[config.mk]
export PLATFORM = sky130hd
export DESIGN_NAME = spi_send_ctrl
export DESIGN_NICKNAME = d
export VERILOG_FILES = /design/src/rtl/spi_core_pkg.sv /design/src/rtl/spi_clk_div.sv /design/src/rtl/spi_send_ctrl.sv
export SDC_FILE = /design/constraint.sdc
export NUM_CORES = 1
export LEC_CHECK = 0
export ABC_AREA = 1
export BUFFER_PORTS_ARGS = -buffer_cell sky130_fd_sc_hd__buf_2
export CORE_UTILIZATION = 40
export CTS_BUF_LIST = sky130_fd_sc_hd__clkbuf_4
export DETAILED_ROUTE_END_ITERATION = 16
export GPL_TIMING_DRIVEN = 0
export PLACE_DENSITY = 0.59
export RECOVER_POWER = 50
export SLEW_MARGIN = 20
export SYNTH_ARGS = -nofsm -noshare
export SYNTH_HDL_FRONTEND = slang
export SYNTH_SLANG_ARGS = --single-unit
[constraint.sdc]
create_clock -name clk_100 -period 3.25 [get_ports clk_100]
set_clock_uncertainty 0.05 [all_clocks]
set_input_delay 0.4875 -clock clk_100 [delete_from_list [all_inputs] [get_ports clk_100]]
set_output_delay 0.4875 -clock clk_100 [all_outputs]
set_load 0.05 [all_outputs]
[src/rtl/spi_core_pkg.sv]
`default_nettype none
// ============================================================================
// Module   : spi_core_pkg
// Purpose  : Shared FSM state encoding and default sizing for the SPI sender.
// Revision : 1.0 - initial release
// ============================================================================
package spi_core_pkg;

    typedef enum logic [1:0] {
        ST_IDLE  = 2'd0,
        ST_SHIFT = 2'd1,
        ST_HOLD  = 2'd2
    } spi_state_t;

    localparam int c_DEF_DATA_W  = 8;
    localparam int c_DEF_CLK_DIV = 50;

endpackage : spi_core_pkg
`default_nettype wire

[src/rtl/spi_clk_div.sv]
`default_nettype none
// ============================================================================
// Module   : spi_clk_div
// Purpose  : Half-period tick generator; one-cycle tick every CLK_DIV enabled cycles.
// Revision : 1.0 - initial release
// ============================================================================
module spi_clk_div
    import spi_core_pkg::*;
#(
    parameter int CLK_DIV = c_DEF_CLK_DIV
) (
    input  logic clk,
    input  logic rst,
    input  logic i_en,
    output logic o_tick
);

    localparam int                 c_CNT_W = (CLK_DIV > 1) ? $clog2(CLK_DIV) : 1;
    localparam logic [c_CNT_W-1:0] c_LAST  = c_CNT_W'(CLK_DIV - 1);

    logic [c_CNT_W-1:0] r_cnt;

    // Held at zero while disabled so every enabled stretch starts a fresh half-period.
    always_ff @(posedge clk) begin
        if (rst || !i_en) begin
            r_cnt <= '0;
        end else if (r_cnt == c_LAST) begin
            r_cnt <= '0;
        end else begin
            r_cnt <= r_cnt + c_CNT_W'(1);
        end
    end

    assign o_tick = i_en && (r_cnt == c_LAST);

endmodule : spi_clk_div
`default_nettype wire

[src/rtl/spi_send_ctrl.sv]
`default_nettype none
// ============================================================================
// Module   : spi_send_ctrl
// Purpose  : Wrapping event counter whose value is sent on request as a mode-0 SPI frame.
// Revision : 1.0 - initial release
// ============================================================================
module spi_send_ctrl
    import spi_core_pkg::*;
#(
    parameter int DATA_W  = c_DEF_DATA_W,
    parameter int CLK_DIV = c_DEF_CLK_DIV
) (
    input  logic              clk_100,
    input  logic              s_rst,
    input  logic              next_count_i,
    input  logic              start_send_i,
    output logic [DATA_W-1:0] count_o,
    output logic              busy_o,
    output logic              done_o,
    output logic              spi_cs_n_o,
    output logic              spi_sclk_o,
    output logic              spi_mosi_o
);

    localparam int                 c_BIT_W    = $clog2(DATA_W + 1);
    localparam logic [c_BIT_W-1:0] c_LAST_BIT = c_BIT_W'(DATA_W - 1);

    spi_state_t          r_state;
    logic [DATA_W-1:0]   r_count;
    logic [DATA_W-1:0]   r_shreg;
    logic [c_BIT_W-1:0]  r_bit_cnt;
    logic                r_sclk;
    logic                r_mosi;
    logic                r_cs_n;
    logic                r_busy;
    logic                r_done;

    spi_state_t          w_state_nxt;
    logic [DATA_W-1:0]   w_shreg_nxt;
    logic [c_BIT_W-1:0]  w_bit_nxt;
    logic                w_sclk_nxt;
    logic                w_mosi_nxt;
    logic                w_cs_n_nxt;
    logic                w_busy_nxt;
    logic                w_done_nxt;
    logic                w_tick;

    spi_clk_div #(
        .CLK_DIV (CLK_DIV)
    ) u_clk_div (
        .clk    (clk_100),
        .rst    (s_rst),
        .i_en   (r_state != ST_IDLE),
        .o_tick (w_tick)
    );

    always_ff @(posedge clk_100) begin
        if (s_rst) begin
            r_count <= '0;
        end else if (next_count_i) begin
            r_count <= r_count + DATA_W'(1);
        end
    end

    always_ff @(posedge clk_100) begin
        if (s_rst) begin
            r_state   <= ST_IDLE;
            r_shreg   <= '0;
            r_bit_cnt <= '0;
            r_sclk    <= 1'b0;
            r_mosi    <= 1'b0;
            r_cs_n    <= 1'b1;
            r_busy    <= 1'b0;
            r_done    <= 1'b0;
        end else begin
            r_state   <= w_state_nxt;
            r_shreg   <= w_shreg_nxt;
            r_bit_cnt <= w_bit_nxt;
            r_sclk    <= w_sclk_nxt;
            r_mosi    <= w_mosi_nxt;
            r_cs_n    <= w_cs_n_nxt;
            r_busy    <= w_busy_nxt;
            r_done    <= w_done_nxt;
        end
    end

    always_comb begin
        w_state_nxt = r_state;
        w_shreg_nxt = r_shreg;
        w_bit_nxt   = r_bit_cnt;
        w_sclk_nxt  = r_sclk;
        w_mosi_nxt  = r_mosi;
        w_cs_n_nxt  = r_cs_n;
        w_busy_nxt  = r_busy;
        w_done_nxt  = 1'b0;

        unique case (r_state)
            ST_IDLE: begin
                // r_done marks the done cycle, where a new request is still refused.
                if (start_send_i && !r_done) begin
                    w_state_nxt = ST_SHIFT;
                    w_shreg_nxt = r_count;
                    w_bit_nxt   = '0;
                    w_sclk_nxt  = 1'b0;
                    w_mosi_nxt  = r_count[DATA_W-1];
                    w_cs_n_nxt  = 1'b0;
                    w_busy_nxt  = 1'b1;
                end
            end
            ST_SHIFT: begin
                if (w_tick) begin
                    if (!r_sclk) begin
                        w_sclk_nxt = 1'b1;
                    end else begin
                        w_sclk_nxt = 1'b0;
                        if (r_bit_cnt == c_LAST_BIT) begin
                            w_state_nxt = ST_HOLD;
                        end else begin
                            // Rotate rather than shift so the register stays fully used.
                            w_shreg_nxt = {r_shreg[DATA_W-2:0], r_shreg[DATA_W-1]};
                            w_mosi_nxt  = r_shreg[DATA_W-2];
                            w_bit_nxt   = r_bit_cnt + c_BIT_W'(1);
                        end
                    end
                end
            end
            ST_HOLD: begin
                if (w_tick) begin
                    w_state_nxt = ST_IDLE;
                    w_bit_nxt   = '0;
                    w_mosi_nxt  = 1'b0;
                    w_cs_n_nxt  = 1'b1;
                    w_busy_nxt  = 1'b0;
                    w_done_nxt  = 1'b1;
                end
            end
            default: begin
                w_state_nxt = ST_IDLE;
                w_bit_nxt   = '0;
                w_sclk_nxt  = 1'b0;
                w_mosi_nxt  = 1'b0;
                w_cs_n_nxt  = 1'b1;
                w_busy_nxt  = 1'b0;
            end
        endcase
    end

    assign count_o    = r_count;
    assign busy_o     = r_busy;
    assign done_o     = r_done;
    assign spi_cs_n_o = r_cs_n;
    assign spi_sclk_o = r_sclk;
    assign spi_mosi_o = r_mosi;

endmodule : spi_send_ctrl
`default_nettype wire

* Word-level counts from Yosys, hierarchy flattened
Index checks and enable logic that the tools add are counted.
** Word-level totals
- Register bits after elaboration :: 33
- Input bits :: 4
- Output and inout bits :: 13
- Word-level logic and storage cells :: 72
** Operators by class
- Add/sub/neg operators :: 3
- Equal/unequal tests :: 10
- Multiplexer cells :: 32
- Bitwise logic cells :: 2
- Reductions and logical operators :: 15
** Operators with widths (number)
- $mux 8 :: 4
- $mux 4 :: 5
- $pmux 8 s2 :: 1
- $reduce_and 5->1 :: 3
- $pmux 1 s3 :: 4
- $pmux 4 s3 :: 1
- $mux 1 :: 11
- $mux 2 :: 5
- $add 8x1->8 const B :: 1
- $ne 2x2->1 const B :: 4
- $add 6x1->6 const B :: 1
- $eq 6x6->1 const B :: 1
- $pmux 2 s3 :: 1
- $reduce_and 3->1 :: 2
- $add 4x1->4 const B :: 1
- $eq 4x3->1 const B :: 1
- $ne 2x1->1 const B :: 2
- $reduce_bool 2->1 :: 2
- $reduce_or 2->1 :: 2
- $eq 2x1->1 const B :: 1
- $eq 2x2->1 const B :: 1
- $logic_and 1x1->1 :: 2
- $logic_not 1->1 :: 2
- $logic_not 2->1 :: 1
- 2 further kinds :: 3

* Longest topological paths before layout
Gate-level depths: netlist (run 1).
- Depth in word-level cells :: 5
- Mapped depth :: 10
- Mapped depth without buffers :: 10

* Hierarchy
A second synthesis (run 1) with hierarchy kept.
** Unflattened totals
- Cell total of the unflattened synthesis :: 251
- Area total of the unflattened synthesis :: 1654.1 um2
** By module, submodules not included
- spi_send_ctrl :: times used 1, cells each 216, area each 1375.1 um2, seq. area each 540.5 um2
- spi_clk_div :: times used 1, cells each 35, area each 279.0 um2, seq. area each 120.1 um2

* Worst setup path before layout (run 1)
Ideal clock, no wire load.
- Kind :: flip-flop to flip-flop
- Start point :: reg r_count[0], in the netlist count_o[0]
- End point :: reg r_count[6], in the netlist count_o[6]
- Setup time :: 0.078 ns
- Arrival :: 1.499 ns
- Required time :: 3.122 ns
- Path slack :: 1.623 ns
- Cell stages (with the launch flop) :: 8
- Path buffers :: 0
- Clock period less this slack :: 1.627 ns
- Cell sequence :: dfxtp_1 > ha_1 > nand3_1 > nor2_1 > nand2_1 > inv_1 > a21oi_1 > nor3_1
** Between the ends
- Cells in the longest elaborated chain, start to end :: 1
** RTL lines
- from (decl) :: line spi_send_ctrl.sv:29 : logic [DATA_W-1:0] r_count;
- from (signal assigned) :: line spi_send_ctrl.sv:61 : r_count <= r_count + DATA_W'(1);
- $add 8x1->8 :: line spi_send_ctrl.sv:61
Every way passes these cells.
A chain may end at the register's enable or synchronous reset.

* Final worst setup path (run 1)
- Start point :: reg r_state[0]
- End point :: reg r_bit_cnt[2]
** Between the ends
- Cells in the longest elaborated chain, start to end :: 4
- Elaborated cells between the ends (all ways) :: 12
- Classes of those cells :: eq/ne: 7; mux: 1; reduce/logical: 4
** RTL lines
- from (decl) :: line spi_send_ctrl.sv:28 : spi_state_t r_state;
- from (signal assigned) :: line spi_send_ctrl.sv:76 : r_state <= w_state_nxt;
- $reduce_bool 2->1 :: line spi_send_ctrl.sv:53 : .i_en (r_state != ST_IDLE),
- $logic_and 1x1->1 :: line spi_clk_div.sv:34 : assign o_tick = i_en && (r_cnt == c_LAST);
- $ne 2x1->1 (no source line)
- $reduce_and 5->1 (no source line)
- to (signal assigned) :: line spi_send_ctrl.sv:78 : r_bit_cnt <= w_bit_nxt;
- to (decl) :: line spi_send_ctrl.sv:31 : logic [c_BIT_W-1:0] r_bit_cnt;
Several ways; a longest one is shown, not always the timed one.

==> flow_summary_export.csv, run 1 <==
group,metric,value,unit
die,ios,17,
pwr,finalPower,1.25,mW
hold_path,hold_start,"next_count_i",
clock_network,cts_max_level,2,
global_route,grt_use_total,19.4,%
layout,antennaDiodeCount,0,
setup_path,critPathCaptureType,"flip-flop",
placement,portBuffers,15,
setup_path,rr_startpoint,"r_state[0]",
synthesis,synth_xor_area_share,0.558,%
routing,wl_per_cell,11.6,um
clock_network,ctsHoldBuffers,0,
routing,ant_nets,0,
synthesis,yosysUniqueCellTypes,22,
sta,maxSlewHeadroom,60.5,%
global_route,antenna_found_initial,0,
setup_path,path_max_fanout,9,
clock_network,clockBufferDepth,2,
die,core_region_area,3720,um^2
clock_network,post_cts_buffers,0,
global_route,grt_pass1_wl,6140,um
sta,period_share,55.9,%
clock_network,clkTransAtPathRegs,0.10,ns
die,die_h,64.6,um
clock_network,cts_tree,"yes",
routing,drtIter0Drc,56,
clock_network,clock_latency,0.33,ns
synthesis,postSynthAreaPerCell,7.04,um^2
global_route,grt_pass1_vias,1381,
routing,drtPass1Iterations,4,
setup_path,worst_r2r_path_depth,6,
pwr,leakage,0.728,nW
placement,gp_congestion,0.773,
synthesis,syn_inst,223,
clock_network,numCtsBuffers,5,
hold_path,hold_class,"in2reg",
layout,seq_area,661,um^2
hold_path,whs_endpoint,"count_o[0]",
layout,drive_above_1_share,11.4,%
sta,rsz0062_at_grt,"no",
synthesis,yosys.area_share.simple,35.7,%
layout,layout_common_cells,"nand2_1 (58), dfxtp_1 (33), nor2_1 (24), a21oi_1 (24)",
routing,drt_wl_total,3410,um
sta,holdWs,0.348,ns
routing,via_per_inst,4.84,
setup_path,reg2reg_to,"r_bit_cnt[2]",
sta,setup-violations-final,0,
die,start_util,42.2,%
synthesis,ys_ff_latch,33,
clock_network,cts_sinks,33,
sta,post-route-min-period,1.82,ns
layout,instances_no_fill,294,
synthesis,synth_top_family_by_area,"simple AND/OR/NAND/NOR gates",
synthesis,yosys_warnings,0,
setup_path,cp-start-kind,"flip-flop",
clock_network,cts_root_buf,"clkbuf_4",
sta,drv_slew,0,
routing,drc,0,
global_route,grt-ovfl-total,0,
sta,tns,0,ns
synthesis,synthMuxAreaShare,0,%
synthesis,seq_area_frac_synth,42.1,%
layout,multiInputGateArea,783,um^2
layout,area_growth,10.8,%
clock_network,cts-resized-gates,0,
hold_path,holdPathStages,2,
layout,layout.nets,253,
global_route,grt_max_degree,11,
setup_path,criticalPathCategory,"reg2reg",
sta,finalHoldViolations,0,
die,die_x,64.6,um
sta,worstMarginPinSlew,0.591,ns
layout,nFillCells,411,
synthesis,syn_area,1570,um^2
die,dieArea,4180,um^2
flow_run,drv_cap,0,
synthesis,synth-compound-area-share,10.9,%
pwr,powerDensity,718,nW/um^2
placement,dp.cells,286,
synthesis,synth_nets,231,
layout,layout_commonest_cell,"nand2_1",
sta,clock.fmax,551,MHz
die,rows,22,
synthesis,synthAdderAreaFrac,3.19,%
placement,dpl.hpwl,2410,um
setup_path,rrSetupSlack,1.43,ns
routing,vias,1424,
pwr,ir_worst_vdd,245,uV
setup_path,critPathArrivalTime,2.03,ns
run_status,status,"complete, no violations",
setup_path,worstPathRequired,3.46,ns
[cell usage after synthesis]
| library cell | instances | area share [%] |
|---|---|---|
| a211oi_1 | 1 | 0.48 |
| a21oi_1 | 24 | 7.7 |
| a21oi_2 | 1 | 0.56 |
| buf_2 | 1 | 0.32 |
| buf_6 | 2 | 1.4 |
| clkbuf_1 | 1 | 0.24 |
| dfxtp_1 | 33 | 42 |
| ha_1 | 4 | 3.2 |
| inv_1 | 21 | 5.0 |
| inv_2 | 2 | 0.48 |
| nand2_1 | 58 | 14 |
| nand2_2 | 5 | 2.0 |
| nand2_4 | 2 | 1.4 |
| nand3_1 | 22 | 7.0 |
| nand4_1 | 3 | 1.2 |
| nor2_1 | 23 | 5.5 |
| nor2_2 | 2 | 0.80 |
| nor2_4 | 1 | 0.72 |
| nor3_1 | 7 | 2.2 |
| nor3b_1 | 2 | 0.96 |
| o21ai_0 | 7 | 2.2 |
| xnor2_1 | 1 | 0.56 |
[cells by family (layout without fill, tap and decap cells)]
group,count (synthesis),after routing
and+or+nand+nor,125,125
adders and majority gates,4,4
DFF,33,33
xor gates and xnor gates,1,1
AOI/OAI and AO/OA,33,33
buffers and inverters,27,50
[power by group]
group	switching [mW]	total, mW	internal [mW]
Combinational	0.370	0.526	0.155
Clock	0.138	0.216	0.0782
Sequential	0.0501	0.507	0.457
Total	0.558	1.25	0.690
[through the flow]
step | area (um^2) | worst slack (ns) | util, %
after detailed placement | 1700 | 1.55 | 45.9
after CTS | 1750 | 1.59 | 47.2
after floorplan | 1570 | 1.62 | -
final | 1740 | 1.43 | 46.8
after global placement | 1700 | 1.58 | 45.9
after global routing | 1740 | 1.23 | 46.8
[area by class of cell]
type	instances	area share [%]
Buffer	4	1.73
Clock inverter	3	0.720
Multi-Input combinational cell	163	45.1
Clock buffer	5	2.16
Inverter	23	4.97
Sequential cell	33	38.0
Tap cell	48	3.46
Timing Repair Buffer	15	3.89
[registers in the layout (all words and copies together), names as in the netlist]
register / count
spi_cs_n_o: 1
busy_o: 1
r_bit_cnt: 4
u_clk_div.r_cnt: 6
spi_sclk_o: 1
count_o: 8
done_o: 1
r_state: 2
spi_mosi_o: 1
r_shreg: 8
[layer usage]
| metal | global-route usage [%] | wire length [um] | share of wire, % | vias to the layer above |
|---|---|---|---|---|
| met2 | 32.1 | 1590 | 46 | 25 |
| met1 | 23.1 | 1620 | 48 | 628 |
| met3 | 5.99 | 135 | 4.0 | 6 |
| li1 | - | - | - | 765 |
| met5 | 0 | 0 | 0 | - |
| met4 | 8.06 | 67 | 2.0 | 0 |
[worst max path at each step]
stage | start | end | slack, ns | cells after the start
2_1_floorplan | count_o[0] | count_o[6] | 1.62 | 7
3_3_place_gp | s_rst | u_clk_div.r_cnt[5] | 1.58 | 4
3_5_place_dp | s_rst | u_clk_div.r_cnt[5] | 1.55 | 4
4_1_cts | count_o[0] | count_o[0] | 1.59 | 1
5_1_grt | r_state[0] | r_bit_cnt[2] | 1.23 | 6
6_report | r_state[0] | r_bit_cnt[2] | 1.43 | 6
[critical path, stage by stage (launching register included)]
cell	delay (ns)
dfxtp_1	0.41
inv_2	0.06
nor2_1	0.46
inv_1	0.31
nor3b_1	0.24
nand3_1	0.09
a21oi_1	0.14
Note: power is estimated with default switching activity, not from simulation.
==> run 2, diff against run 1 <==
- ABC_AREA: 1 -> 0
- PLACE_DENSITY: 0.59 -> 0.61
- clock period: 3.25 -> 1.47 ns (I/O delays scaled with it)
==> flow_summary_export.csv, run 2 <==
group,metric,value,unit
run_status,status,"finished with violations",
run_status,violations,"setup timing",
synthesis,synth_top_cell_by_area,"dfxtp_1",
sta,tns,-4.49,ns
layout,drive_above_1_share,40.8,%
die,ios,17,
die,core_region_area,3720,um^2
layout,seq_area,688,um^2
pwr,ir_worst_vdd,575,uV
layout,layout_common_cells,"dfxtp_1 (19), buf_4 (13), nor2_1 (13)",
synthesis,seq_area_frac_synth,42.2,%
pwr,combPwrFrac,15.2,%
die,dieArea,4170,um^2
setup_path,rrSetupSlack,-0.54,ns
setup_path,cp-start-kind,"flip-flop",
clock_network,cts_sinks,33,
setup_path,crit_buf_inv,0,
die,start_util,42.2,%
setup_path,path_max_fanout,3,
setup_path,critPathArrivalTime,2.23,ns
synthesis,syn_inst,162,
global_route,grt_use_total,18.9,%
synthesis,synth_nets,170,
sta,drv_slew,0,
layout,layout.nets,208,
setup_path,criticalPathCategory,"reg2reg",
die,die_h,64.6,um
setup_path,worstPathRequired,1.69,ns
global_route,grt_max_degree,11,
clock_network,cts_max_level,2,
placement,portBuffers,15,
global_route,grt_pass1_vias,1331,
synthesis,yosys.area.top_type_share,42.2,%
layout,instances_no_fill,249,
routing,vias,1400,
die,rows,22,
setup_path,cpPeakStageDelay,0.59,ns
routing,drtIter0Drc,98,
sta,clock.fmax,498,MHz
sta,setup_slack,-0.537,ns
placement,placed_area,1770,um^2
pwr,swShare,28.8,%
synthesis,syn_area,1570,um^2
hold_path,hold_start,"next_count_i",
layout,final_util,56.0,%
setup_path,worst_r2r_path_depth,5,
routing,drt_wl_total,3760,um
placement,dp.cells,225,
placement,dpl.hpwl,2230,um
routing,wl_per_cell,15.1,um
synthesis,ys_ff_latch,33,
synthesis,synth_flop_cell,"dfxtp_1",
synthesis,yosysUniqueCellTypes,43,
clock_network,clockBufferDepth,2,
layout,layout_commonest_cell,"dfxtp_1",
sta,post-route-min-period,2.01,ns
layout,multiInputGateArea,962,um^2
synthesis,synth_most_common_cell,"dfxtp_1",
global_route,grt_pass1_wl,5990,um
clock_network,numCtsBuffers,5,
placement,gp_congestion,0.788,
flow_run,drv_cap,0,
setup_path,critPathTopFamily,"simple AND/OR/NAND/NOR gates",
sta,rsz0062_at_grt,"yes",
synthesis,yosys-top-cells-area,"dfxtp_1 (42%), mux2i_1 (6.4%), a21oi_1 (4.8%)",
clock_network,cts_root_buf,"clkbuf_4",
setup_path,critPathSlowestCell,"or4_1",
synthesis,yosys_warnings,0,
pwr,powerDensity,847,nW/um^2
setup_path,rr_startpoint,"r_bit_cnt[0]",
routing,drtPass1Iterations,4,
setup_path,reg2reg_to,"r_bit_cnt[0]",
hold_path,holdPathStages,3,
sta,finalHoldViolations,0,
sta,period_share,137,%
pwr,power.internal,1.25,mW
setup_path,crit_chain,"ha_4, and3b_2, o41a_1, or4_1, a21oi_1",
synthesis,postSynthAreaPerCell,9.67,um^2
pwr,p_clk_share,30.4,%
pwr,p_seq_share,54.4,%
hold_path,whs_endpoint,"count_o[0]",
setup_path,critPathCaptureType,"flip-flop",
pwr,leakage,0.819,nW
global_route,antenna_found_initial,0,
layout,nFillCells,322,
synthesis,ys_async_sr_fraction,0,%
clock_network,clock_latency,0.35,ns
clock_network,clkTransAtPathRegs,0.11,ns
routing,ant_nets,0,
layout,final_area,2080,um^2
sta,worstMarginPinSlew,0.542,ns
die,die_x,64.6,um
routing,via_per_inst,5.62,
layout,area_growth,32.9,%
global_route,grt-ovfl-total,0,
synthesis,synth_edf_count,0,
routing,drc,0,
pwr,p_sw,0.508,mW
clock_network,cts_tree,"yes",
layout,antennaDiodeCount,0,
sta,setup-violations-final,18,
hold_path,hold_class,"in2reg",
sta,maxSlewHeadroom,63.9,%
placement,dp_worst_setup_slack,-0.460,ns
synthesis,synth_common_cells,"dfxtp_1 (33), a21oi_1 (15), nor2_1 (13)",
run 2: cell count changes after synthesis, sizes merged, moves of 6 or more:
| cell | previous run | this run |
|---|---|---|
| inv | 23 | 7 |
| a311oi | 0 | 7 |
| nand2 | 65 | 5 |
| xor2 | 0 | 6 |
| nor2 | 26 | 13 |
| nand3 | 22 | 3 |
| a21oi | 25 | 15 |
| mux2i | 0 | 10 |
run 2: routing by layer:
metal	track usage, %	wire length, um	vias to the layer above
li1	-	-	685
met1	22.1	1700	663
met2	31.4	1820	45
met3	4.23	161	7
met4	10.8	78	0
met5	0	0	-
run 2: cell families (layout without fill, tap and decap cells):
| logic type | count (synthesis) | in the layout | share of synthesized area (%) |
|---|---|---|---|
| AOI/OAI and AO/OA | 42 | 42 | 20.0 |
| xor gates and xnor gates | 9 | 9 | 5.03 |
| adders and majority gates | 4 | 4 | 3.20 |
| buffers and inverters | 18 | 57 | 5.51 |
| DFF | 33 | 33 | 42.2 |
| muxes | 11 | 11 | 7.11 |
| and+or+nand+nor | 45 | 45 | 16.9 |
run 2: worst max path at each step:
stage	slack, ns	from	to	cells past startpoint
after floorplan	-0.32	r_bit_cnt[0]	r_bit_cnt[1]	5
after global placement	-0.41	r_bit_cnt[0]	r_bit_cnt[2]	5
after detailed placement	-0.46	r_bit_cnt[1]	r_bit_cnt[2]	5
after CTS	-0.41	r_bit_cnt[0]	r_bit_cnt[1]	6
after global routing	-0.57	r_bit_cnt[0]	r_bit_cnt[0]	5
final	-0.54	r_bit_cnt[0]	r_bit_cnt[0]	5
run 2: area by class of cell:
type / count / share of cell area (%)
plain buffers: 10 / 3.31
clock buffers: 7 / 2.52
clock inverters: 1 / 0.180
inverters: 8 / 1.44
multi-input cells: 111 / 46.2
flip-flops and latches: 33 / 33.1
well taps: 48 / 2.88
repair buffers: 31 / 10.4
run 2: power by group through the flow:
stage | sequential, mW | combinational (mW) | clock [mW]
2_1_floorplan | 1.01 | 0.138 | 0
3_3_place_gp | 0.976 | 0.216 | 0
3_5_place_dp | 0.977 | 0.220 | 0
4_1_cts | 0.957 | 0.250 | 0.544
5_1_grt | 0.964 | 0.290 | 0.577
6_report | 0.959 | 0.268 | 0.537
run 2: through the flow:
step | hold slack (ns) | total power [mW]
finish | 0.230 | 1.76
global route | 0.249 | 1.83
CTS | 0.155 | 1.75
detailed placement | 0.407 | 1.20
global placement | 0.393 | 1.19
floorplan | 0.380 | 1.15
run 2: worst min-delay path: stages:
cell and delay, ns:
clkbuf_1 0.16, xnor2_1 0.18, nor2_1 0.04
run 2: repair_timing:
item,4_1_cts,5_1_grt
resized for setup,18,19
pin swaps,14,9
gates cloned,0,0
buffers inserted,12,4
hold buffers,0,0
endpoints found under the setup margin,23,24
==> run 3, diff against run 2 <==
- CELL_PAD_IN_SITES_DETAIL_PLACEMENT: unset -> 0
- CELL_PAD_IN_SITES_GLOBAL_PLACEMENT: unset -> 1
- MAX_ROUTING_LAYER: unset -> met4
- PLACE_DENSITY: 0.61 -> 0.75
==> flow_summary_export.csv, run 3 (synthesis gave the netlist of run 2 again) <==
group,metric,value,unit
die,dieArea,4170,um^2
routing,via_per_inst,5.52,
global_route,grt_use_total,20.3,%
layout,layout.nets,208,
routing,dr.max_layer_used,"met4",
clock_network,numCtsBuffers,5,
setup_path,worstPathRequired,1.65,ns
setup_path,critPathArrivalTime,2.07,ns
sta,setup_slack,-0.422,ns
layout,instances_no_fill,248,
routing,ant_nets,0,
pwr,ir_worst_vdd,433,uV
setup_path,cp-start-kind,"flip-flop",
layout,final_util,56.8,%
routing,drtIter0Drc,70,
placement,portBuffers,15,
sta,finalHoldViolations,0,
die,start_util,42.2,%
pwr,powerDensity,827,nW/um^2
clock_network,cts_root_buf,"clkbuf_4",
setup_path,crit_chain,"inv_2, ha_4, nand4b_4, o41a_1, buf_6, o311a_4, a41o_1",
routing,drt_wl_total,3870,um
setup_path,reg2reg_to,"r_bit_cnt[1]",
setup_path,critPathCaptureType,"flip-flop",
clock_network,cts_tree,"yes",
layout,layout_commonest_cell,"dfxtp_1",
setup_path,crit_buf_inv,2,
sta,period_share,129,%
die,die_h,64.6,um
global_route,grt-ovfl-total,0,
clock_network,clkTransAtPathRegs,0.10,ns
die,core_region_area,3720,um^2
setup_path,path_max_fanout,5,
hold_path,hold_start,"s_rst",
run_status,status,"finished with violations",
global_route,antenna_found_initial,0,
global_route,grt_max_degree,11,
global_route,grt_pass1_wl,6260,um
sta,post-route-min-period,1.89,ns
hold_path,whs_endpoint,"busy_o",
setup_path,criticalPathCategory,"reg2reg",
sta,drv_slew,0,
setup_path,cp-startpoint,"u_clk_div.r_cnt[1]",
sta,rsz0062_at_grt,"yes",
setup_path,critPathSlowestCell,"o41a_1",
run_status,violations,"setup timing",
sta,worstMarginPinSlew,0.641,ns
clock_network,clockBufferDepth,2,
layout,area_growth,34.8,%
sta,setup-violations-final,17,
routing,vias,1368,
placement,dp.cells,225,
setup_path,critPathTopFamily,"compound AO/OA/AOI/OAI gates",
hold_path,hold_class,"in2reg",
sta,tns,-4.54,ns
clock_network,cts_sinks,33,
layout,antennaDiodeCount,0,
setup_path,rrSetupSlack,-0.42,ns
routing,met2_length,1980,um
flow_run,drv_cap,0,
routing,m1WireLength,1710,um
placement,dp_worst_setup_slack,-0.451,ns
setup_path,cpPeakStageDelay,0.45,ns
clock_network,clock_latency,0.34,ns
layout,drive_above_1_share,42.0,%
placement,gp_congestion,0.740,
layout,nFillCells,334,
routing,wl_per_cell,15.6,um
setup_path,worst_r2r_path_depth,7,
die,die_x,64.6,um
routing,dr_wl_met3,106,um
setup_path,rr_startpoint,"u_clk_div.r_cnt[1]",
sta,maxSlewHeadroom,57.2,%
routing,drtPass1Iterations,5,
die,rows,22,
pwr,leakage,0.826,nW
die,ios,17,
routing,drc,0,
layout,layout_common_cells,"dfxtp_1 (19), nor2_1 (13), clkbuf_2 (12)",
placement,dpl.hpwl,2450,um
global_route,grt_pass1_vias,1313,
hold_path,holdPathStages,3,
clock_network,cts_max_level,2,
pwr,finalPower,1.75,mW
sta,clock.fmax,529,MHz
==> run 3: cell types whose count changed in the layout (fill, tap and decap cells not counted), moves of 2 or more <==
| cell | delta |
|---|---|
| a311oi_1 | -3 |
| a311oi_2 | +3 |
| buf_6 | +2 |
| buf_4 | -3 |
| clkbuf_2 | +7 |
| buf_2 | -6 |
==> run 3: worst max-delay path by stage <==
stage	end	slack, ns	cells after the start
after floorplan	r_bit_cnt[1]	-0.32	5
after global placement	r_bit_cnt[0]	-0.42	5
after detailed placement	r_bit_cnt[0]	-0.45	5
after CTS	r_bit_cnt[1]	-0.37	6
after global routing	r_bit_cnt[0]	-0.47	8
final	r_bit_cnt[1]	-0.42	7
==> run 3: worst reg2reg max path: cells and delay by family, from the launching register on <==
| family | cells | cell delay, ns |
|---|---|---|
| and+or+nand+nor | 1 | 0.11 |
| adders and majority gates | 1 | 0.14 |
| DFF | 1 | 0.34 |
| AOI/OAI and AO/OA | 3 | 0.93 |
| buffers and inverters | 2 | 0.22 |
==> run 3: metal layers <==
layer | track usage, % | vias to the layer above
met5 | - | -
met4 | 10.0 | 0
met3 | 4.40 | 8
met2 | 32.1 | 23
met1 | 24.3 | 658
li1 | - | 679
==> run 3: final cells by class <==
cell class	instances	area [um^2]	share of cell area [%]
Sequential cell	33	686	32.5
Timing Repair Buffer	31	234	11.1
Multi-Input combinational cell	111	981	46.4
Inverter	8	30.0	1.42
Buffer	10	72.6	3.44
Clock buffer	6	45.0	2.13
Tap cell	48	60.1	2.84
Clock inverter	1	3.75	0.178
==> run 3: power by group <==
part / internal [mW] / switching (mW) / total (mW)
sequential: 0.927 / 0.0328 / 0.959
clock: 0.192 / 0.304 / 0.496
combinational: 0.120 / 0.170 / 0.290
total: 1.24 / 0.507 / 1.75
==> run 3: metrics by stage <==
| stage | hold WS [ns] | area, um^2 |
|---|---|---|
| global route | 0.214 | 2110 |
| finish | 0.204 | 2110 |
| detailed placement | 0.417 | 1770 |
| floorplan | 0.380 | 1640 |
| global placement | 0.392 | 1770 |
| CTS | 0.196 | 2010 |
==> run 3: repair_timing <==
action | in CTS | in global routing
resized for setup | 22 | 18
hold buffers | 0 | 0
endpoints found under the setup margin | 20 | 23
gates cloned | 1 | 0
setup buffers | 13 | 2
pin swaps | 7 | 4
hold endpoints to repair | 0 | 0
